File: src/rtl/rr_mux_arbiter.sv
// Round-robin arbiter over 7 requesters with bounded grant tenure; the
// current owner's data bit is muxed combinationally onto 'out'.
module rr_mux_arbiter #(
   parameter int HOLD_CYCLES = 4
) (
   input  logic       clock,
   input  logic       reset,
   input  logic [6:0] req,
   input  logic [6:0] data,
   output logic [6:0] grant,
   output logic [2:0] sel,
   output logic       valid,
   output logic       out
);

   typedef enum logic {IDLE, GRANT} state_t;

   localparam logic [7:0] CNT_MAX = 8'(HOLD_CYCLES - 1);

   state_t     state;
   logic [2:0] last;
   logic [7:0] cnt;
   logic [2:0] search_from;
   logic [2:0] winner;
   logic       release_now;

   // Scan from+1 .. from+6, then from itself, wrapping modulo 7.
   function automatic logic [2:0] next_owner(input logic [6:0] r, input logic [2:0] from);
      logic [2:0] idx;
      logic [2:0] w;
      logic       found;
      idx   = from;
      w     = from;
      found = 1'b0;
      for (int k = 0; k < 7; k++) begin
         idx = (idx == 3'd6) ? 3'd0 : idx + 3'd1;
         if (!found && r[idx]) begin
            w     = idx;
            found = 1'b1;
         end
      end
      return w;
   endfunction

   always_comb begin
      search_from = (state == GRANT) ? sel : last;
      winner      = next_owner(req, search_from);
      release_now = !req[sel] || (cnt == CNT_MAX);
   end

   always_ff @(posedge clock or posedge reset) begin
      if (reset) begin
         state <= IDLE;
         sel   <= 3'd0;
         last  <= 3'd6;
         cnt   <= 8'd0;
      end else begin
         case (state)
            IDLE: begin
               if (|req) begin
                  sel   <= winner;
                  last  <= winner;
                  cnt   <= 8'd0;
                  state <= GRANT;
               end
            end
            GRANT: begin
               if (!release_now) begin
                  cnt <= cnt + 8'd1;
               end else if (|req) begin
                  // Hand over without an idle bubble; owner ranks last in the scan.
                  sel   <= winner;
                  last  <= winner;
                  cnt   <= 8'd0;
               end else begin
                  state <= IDLE;
               end
            end
            default: state <= IDLE;
         endcase
      end
   end

   // Outputs derive from state so an asynchronous reset clears them at once.
   always_comb begin
      valid = (state == GRANT);
      grant = valid ? (7'd1 << sel) : 7'd0;
      out   = valid & data[sel];
   end

endmodule

File: config.mk
export PLATFORM = sky130hd
export DESIGN_NAME = rr_mux_arbiter
export DESIGN_NICKNAME = d
export VERILOG_FILES = /design/src/rtl/rr_mux_arbiter.sv
export SDC_FILE = /design/constraint.sdc
export NUM_CORES = 1
export LEC_CHECK = 0
export ABC_AREA = 1
export BUFFER_PORTS_ARGS = -buffer_cell sky130_fd_sc_hd__buf_2
export CORE_MARGIN = 4
export CORE_UTILIZATION = 52
export DETAILED_ROUTE_END_ITERATION = 10
export GPL_TIMING_DRIVEN = 0
export PLACE_DENSITY = 0.84
export SYNTH_ARGS = -nofsm -noshare
export SYNTH_HDL_FRONTEND = slang
export SYNTH_SLANG_ARGS = --single-unit
export TNS_END_PERCENT = 1
File: constraint.sdc
create_clock -name clock -period 2.17 [get_ports clock]
set_input_delay 0.1085 -clock clock [delete_from_list [all_inputs] [get_ports clock]]
set_output_delay 0.1085 -clock clock [all_outputs]
set_load 0.1 [all_outputs]
Word-level counts from Yosys, hierarchy flattened

Index checks and enable logic that the tools add are counted.

Register bits: 15
Bits of input ports: 16
Output and inout port bits: 12
Logic and storage cells: 99

Add/subtract/negate cells: 8
Magnitude comparators: 8
Eq/ne operators: 9
Shift-type cells: 1
Mux-type cells: 52
Bitwise operators: 2
Reductions and logical operators: 15

Operator list:

| cell                | count |
|---|---|
| $mux 3              | 19 |
| $lt 3x4->1 const B  | 8 |
| $bmux 1 s3          | 9 |
| $add 3x1->3 const B | 7 |
| $eq 3x3->1 const B  | 7 |
| $mux 1              | 17 |
| $mux 8              | 2 |
| $pmux 8 s2          | 1 |
| $pmux 3 s2          | 2 |
| $add 8x1->8 const B | 1 |
| $eq 8x2->1 const B  | 1 |
| $logic_not 1->1     | 7 |
| $mux 7              | 1 |
| $reduce_or 7->1     | 1 |
| $shl 1x3->7 const A | 1 |
| $logic_and 1x1->1   | 6 |
| $ne 2x1->1 const B  | 1 |
| $pmux 1 s2          | 1 |
| $and 1x1->1         | 1 |
| $logic_or 1x1->1    | 1 |
| $not 1->1           | 1 |

Depth between registers and ports, before layout

Gate-level depths: netlist of run 1.

Depth after elaboration: 27
Gate-level depth with buffers: 22

Worst setup path before layout of run 1

Ideal clock, no wire load.

Path type: flip-flop to output port
Start point: reg sel[1]
End point: out out
Arrival: 3021 ps
Path slack: -959 ps
Stages on the path, launching flop included: 7
Cells stage by stage: dfrtp_1 inv_1 nor2_1 nand2_1 nand2_1 a221oi_1 o22ai_1

Longest elaborated chain between the ends: 3

Ends and longest elaborated chain:

| what                         | line | source |
|---|---|---|
| start, declared              | 11   | `output logic [2:0] sel,` |
| start signal, assigned       | 61   | `sel <= winner;` |
| start signal, assigned       | 72   | `sel <= winner;` |
| $bmux 1 s3                   | 88   | `out = valid & data[sel];` |
| $mux 1 (implied by the code) | 88   |  |
| $and 1x1->1                  | 88   |  |
| end, declared                | 13   | `output logic out` |

No other way between the ends. The select of a mux whose other input is x is not followed.

Worst setup path in the final report of run 1

Start point: reg state (netlist: valid)
End point: reg sel[1]

Longest elaborated chain between the ends: 27
Elaborated cells on any way between the ends: 66
Classes of those cells: add/sub (7); eq/ne (8); mux (38); bitwise (1); reduce/logical (12)

Ends and longest elaborated chain:

| what                                                                 | line | source |
|---|---|---|
| start, declared                                                      | 20   | `state_t state;` |
| start signal, assigned                                               | 53   | `state <= IDLE;` |
| start signal, assigned                                               | 64   | `state <= GRANT;` |
| start signal, assigned                                               | 76   | `state <= IDLE;` |
| parallel branches: the longest is 27 deep, another holds $add 3x1->3 | n/a  |  |

Parallel ways; which one is timed is not known. The select of a mux whose other input is x is not followed.
A chain may end at the register's enable or synchronous reset.

==> metrics.csv, run 1 <==
stage,metric,value,unit
global_routing,grt_pass1_wl,9990,um
final_layout,layout.cells.non_filler,439,
min_path,hold_end,valid,
final_layout,drive_gt1_share,33.3,%
final_layout,n_antenna_cell,0,
logic_synthesis,synth_area_leaders,"nand2_1 (24%), dfrtp_1 (16%), nand3_1 (11%)",
placed_design,dpl.cell_count,412,
logic_synthesis,ys_seq_elements,14,
setup_path,arrival,2.67,ns
detailed_routing,vias,2516,
sta,tightest_slew,0.506,ns
logic_synthesis,synth_edf_count,0,
setup_path,crit_slowest_cell,dfrtp_4,
min_path,hp-class,input port to flop,
sta,min_period_over_period,115,%
final_layout,areaGrowthSynthToFinish,41.8,%
clock_network,numCtsBuffers,3,
final_layout,regArea,364,um2
logic_synthesis,synth_ff_type,dfrtp_1,
sta,period_needed,2.49,ns
placed_design,post-dp-hpwl,4210,um
setup_path,critPathLaunchType,flop,
run_status,status,"complete, but fails checks",
sta,grt_setup_unrepaired,true,
logic_synthesis,synth.most_common_cell,nand2_1,
sta,setup_viol,5,
logic_synthesis,ys_seq_area_share,19.0,%
global_routing,antenna_found_initial,0,
run,cap_viol_max_count,0,
min_path,min-delay-start,req[2],
global_routing,grt_start_max_net_pins,15,
logic_synthesis,netlist_instances,341,
placed_design,portBuffers,25,
clock_network,root_buffer,clkbuf_4,
clock_network,clkSinkCount,14,
setup_path,regToRegEndpoint,sel[1],
die,coreArea,3390,um2
sta,setup_ws,-0.320,ns
logic_synthesis,yosysWarnings,0,
setup_path,r2r_slack,-0.32,ns
setup_path,worstRegToRegCells,16,
run_status,violations,setup timing,
sta,final-hold-violation-count,0,
setup_path,critPathTopFamily,simple AND/OR/NAND/NOR gates,
final_layout,nFillCells,243,
logic_synthesis,synth_top_area_cell,nand2_1,
clock_network,clock_latency,0.28,ns
sta,timing.fmax,0.402,GHz
die,die_area,4600,um2
setup_path,path_cells,nand2_8 > nand2_8 > buf_8 > nor2_4 > nand2_2 > buf_4 > o22ai_1 > inv_1 > nand2_4 > nand3_4 > o21ai_2 > inv_1 > nand2_1 > nand2_1 > nand2_2 > nand2_1,
final_layout,final_nets,411,
logic_synthesis,async_flop_share,100,%
detailed_routing,dr.pass1.iters,5,
clock_network,clkTransAtPathRegs,0.08,ns
detailed_routing,wl_per_cell,15.1,um
die,initial_core_util,54.9,%
global_routing,grt.overflow.total,0,
logic_synthesis,synth_common_cells,"nand2_1 (119), inv_1 (45), nand3_1 (40)",
clock_network,htree_levels,1,
die,rows,21,
die,die_w,67.8,um
sta,slew_violations,0,
die,num_io_pins,28,
min_path,min_path_cells,3,
detailed_routing,drt-total-wl,6610,um
placed_design,place.gp.congestion,0.987,
logic_synthesis,synth_nets,358,
sta,finalClockSkew,0.00248,ns
detailed_routing,drt_iter0_drc,384,
setup_path,end_kind,flop,
clock_network,cts_buffer_depth,2,
setup_path,worstPathMaxFanout,6,
clock_network,cts_tree,built,
detailed_routing,drc_errors,0,
setup_path,crit_required,2.35,ns
setup_path,r2r-start,valid,
setup_path,crit_type,flop to flop,
logic_synthesis,synthesis.area,1860,um2
global_routing,grt_pass1_vias,2211,
setup_path,max_stage_delay,0.58,ns
setup_path,crit_top_cell,nand2_1,
die,die_h,67.8,um
logic_synthesis,syn_avg_cell_area,5.45,um2
sta,max-slew-margin-rel,66.2,%
final_layout,multi_input_area,1580,um2
detailed_routing,viasPerCell,5.73,
logic_synthesis,synth.distinct_cells,33,
logic_synthesis,synth_top_area_share,24.0,%
detailed_routing,drt.antenna.violating_nets,0,
setup_path,cp-startpoint,valid,
setup_path,crit_buf_inv,4,
global_routing,grt_use_total,27.9,%
==> flip-flops by register name, indices dropped and copies added, names as in the netlist <==
name,flops
cnt,8
valid,1
last,3
sel,2
==> routing by layer <==
metal | GRT usage, % | vias up | part of all wire, %
met5 | 0 | - | 0
met4 | 10.2 | 0 | 4.0
met3 | 7.15 | 41 | 9.9
met2 | 43.4 | 157 | 45
met1 | 37.1 | 1100 | 41
li1 | - | 1218 | -
==> worst max path at each step <==
stage                         to  slack, ns  cells past startpoint
after floorplan           sel[1]      -0.14                     18
after global placement    cnt[2]      -0.53                     13
after detailed placement  cnt[2]      -0.51                     13
after CTS                 sel[1]      -0.23                     18
after global routing      sel[1]      -0.48                     16
final                     sel[1]      -0.32                     16
==> placed cells by master, fill, tap and decap left out, drive strengths merged, types with 2 or more instances in the layout <==
cell    count
a21oi      17
a221oi      2
buf        52
clkbuf      5
clkinv      2
dfrtp      12
dfstp       2
inv        49
nand2     130
nand3      43
nand4       5
nor2       39
nor3        3
nor4        2
o211ai      3
o21ai      14
o22ai       4
==> area by class of cell <==
class                      instances  share of cell area (%)
multi-input combinational        270                    59.8
clock buffer                       4                   0.997
buffer                             6                    2.23
tap                               46                    2.18
inverter                          51                    8.02
timing repair buffer              48                    13.0
sequential                        14                    13.8
==> stage by stage <==
stage	utilization, %	setup TNS (ns)	setup slack [ns]	instance area [um2]	hold WS, ns
final	77.8	-1.42	-0.320	2640	0.176
after detailed placement	61.6	-4.05	-0.510	2090	0.159
after global placement	61.6	-4.39	-0.533	2090	0.156
after floorplan	-	-1.18	-0.143	1910	-0.00365
after CTS	71.0	-1.16	-0.228	2410	0.161
after global routing	77.8	-2.59	-0.482	2640	0.177
==> logic make-up after synthesis <==
logic type | count (synthesis) | synth area share, %
AND/OR/NAND/NOR | 223 | 53.2
buffers and inverters | 57 | 12.5
AO/OA/AOI/OAI | 44 | 13.7
flip-flops | 14 | 19.0
XOR/XNOR | 2 | 0.942
adder cells (fa/ha/maj) | 1 | 0.673
==> repair_timing <==
item | in CTS | in global routing
hold endpoints to repair | 12 | 0
buffers inserted | 13 | 8
gates resized for setup | 40 | 41
gates cloned | 1 | 0
endpoints found under the setup margin | 11 | 14
pin swaps | 23 | 17
hold buffers | 1 | 0
==> worst reg2reg max path, stage by stage (launching register included) <==
cell and delay (ns):
dfrtp_4 0.58, nand2_8 0.13, nand2_8 0.08, buf_8 0.14, nor2_4 0.10, nand2_2 0.06
buf_4 0.14, o22ai_1 0.32, inv_1 0.14, nand2_4 0.14, nand3_4 0.11, o21ai_2 0.14
inv_1 0.05, nand2_1 0.07, nand2_1 0.07, nand2_2 0.07, nand2_1 0.05
Power of run 1 is not shown: default switching activity piles up to over one toggle a cycle in this logic, so the estimate is an artifact.
==> inputs of run 2 (changes only) <==
CORE_UTILIZATION = 40   (was 52)
PLACE_DENSITY = 0.69   (was 0.84)
==> metrics.csv, run 2 (synthesized netlist as in run 1, its figures left out) <==
stage,metric,value,unit
setup_path,r2r-start,valid,
setup_path,end_kind,flop,
die,die_h,76.2,um
setup_path,crit_top_cell,nand2_2,
final_layout,design_area,2660,um2
final_layout,largest_register_ffs,8,
detailed_routing,drt-total-wl,6290,um
setup_path,cp-startpoint,valid,
sta,timing.fmax,0.416,GHz
final_layout,top_regs,"cnt x8, last x3, sel x2",
sta,period_needed,2.40,ns
global_routing,grt_start_max_net_pins,15,
final_layout,top_register,cnt,
detailed_routing,drc_errors,0,
sta,max-slew-margin-rel,64.4,%
final_layout,areaGrowthSynthToFinish,42.9,%
setup_path,path_cells,inv_6 > nand2_8 > nand2_8 > buf_6 > nor2_4 > nand2_2 > nor2_2 > nor2_2 > nand2_2 > nand2_4 > nor2_4 > nand2_2 > clkinv_4 > nand3_4 > o21ai_1 > inv_1 > nand2_1 > nand2_1 > nand2_2 > nand2_1,
global_routing,grt.overflow.total,0,
final_layout,layout.cells.non_filler,441,
sta,grt_setup_unrepaired,true,
global_routing,antenna_found_initial,0,
final_layout,nFillCells,413,
sta,tightest_slew,0.533,ns
sta,min_period_over_period,111,%
min_path,hp-class,input port to flop,
clock_network,clkSinkCount,14,
sta,setup_ws,-0.231,ns
setup_path,crit_type,flop to flop,
placed_design,place.gp.congestion,0.906,
clock_network,htree_levels,1,
die,die_area,5800,um2
run,cap_viol_max_count,0,
final_layout,drive_gt1_share,35.2,%
setup_path,max_stage_delay,0.54,ns
final_layout,mostFrequentLayoutCell,nand2_1,
detailed_routing,vias,2469,
setup_path,crit_required,2.30,ns
global_routing,grt_pass1_wl,10100,um
die,die_w,76.2,um
clock_network,numCtsBuffers,3,
global_routing,grt_use_total,20.3,%
setup_path,critPathLaunchType,flop,
placed_design,dpl.cell_count,418,
run_status,violations,setup timing,
setup_path,worstPathMaxFanout,7,
die,num_io_pins,28,
global_routing,grt_pass1_vias,2253,
min_path,min-delay-start,req[2],
detailed_routing,drt.antenna.violating_nets,0,
die,initial_core_util,42.1,%
final_layout,n_antenna_cell,0,
run_status,status,"complete, but fails checks",
setup_path,crit_buf_inv,4,
clock_network,clkTransAtPathRegs,0.05,ns
sta,setup_viol,5,
detailed_routing,dr.pass1.iters,5,
detailed_routing,viasPerCell,5.60,
clock_network,root_buffer,clkbuf_8,
clock_network,cts_buffer_depth,2,
placed_design,post-dp-hpwl,4320,um
detailed_routing,wl_per_cell,14.3,um
final_layout,mostFrequentLayoutCells,"nand2_1 (93), inv_1 (41), nand3_1 (32)",
placed_design,portBuffers,25,
sta,final-hold-violation-count,0,
die,rows,24,
sta,slew_violations,0,
final_layout,final_nets,407,
clock_network,clock_latency,0.24,ns
die,coreArea,4410,um2
clock_network,cts_tree,built,
setup_path,arrival,2.53,ns
setup_path,crit_slowest_cell,dfrtp_4,
sta,finalClockSkew,0.000924,ns
placed_design,place_area,2100,um2
setup_path,critPathTopFamily,simple AND/OR/NAND/NOR gates,
detailed_routing,drt_iter0_drc,289,
-- run 2: cell types whose count changed in the layout (fill, tap and decap cells not counted), moves of 2 or more --
cell / previous run / this run
inv_1: 43 / 41
nand3_1: 37 / 32
nand2_4: 14 / 11
nand3_2: 2 / 7
clkbuf_4: 4 / 1
nand2_2: 19 / 21
clkbuf_8: 0 / 3
nand2_8: 3 / 5
buf_8: 2 / 0
-- run 2: what timing repair did --
action / in CTS / in global routing
gates cloned: 1 / 0
setup endpoints to repair: 13 / 11
endpoints found under the hold margin: 12 / 0
hold buffers: 1 / 0
buffers inserted: 14 / 3
resized for setup: 47 / 48
pin swaps: 17 / 19
-- run 2: final timing paths --
path | to | slack, ns | cells past startpoint
min | valid | 0.24 | 3
min reg2reg | last[1] | 0.51 | 2
max reg2reg | sel[1] | -0.23 | 20
min in group asynchronous | sel[1] | 0.45 | 3
max | sel[1] | -0.23 | 20
max in group asynchronous | valid | 1.32 | 3
-- run 2: cell type report --
type	instances	area [um2]	area share, %
timing repair buffer	44	277	10.4
tap	52	65.1	2.45
clock buffer	4	45.0	1.70
sequential	14	364	13.7
inverter	51	214	8.05
multi-input combinational	270	1630	61.4
buffer	6	60.1	2.26
-- run 2: metrics by stage --
step                TNS (ns)  util, %  hold WS, ns  worst slack (ns)
floorplan              -1.18        -     -0.00365            -0.143
global placement       -4.75     47.5        0.166            -0.567
detailed placement     -4.86     47.5        0.169            -0.582
CTS                   -0.835     55.4        0.225            -0.203
global route           -1.93     60.2        0.248            -0.400
finish                 -1.03     60.2        0.237            -0.231
-- run 2: worst min-delay path: stages --
cell and delay, ns:
buf_2 0.14, nor4_1 0.07, nand4_1 0.11
-- run 2: routing by layer --
| layer | track usage [%] | wire (um) | up-vias |
|---|---|---|---|
| li1 | - | - | 1208 |
| met1 | 26.3 | 2680 | 1108 |
| met2 | 33.7 | 2940 | 119 |
| met3 | 2.96 | 432 | 34 |
| met4 | 7.69 | 240 | 0 |
| met5 | 0 | 0 | - |
Power of run 2 is left out for the same reason.
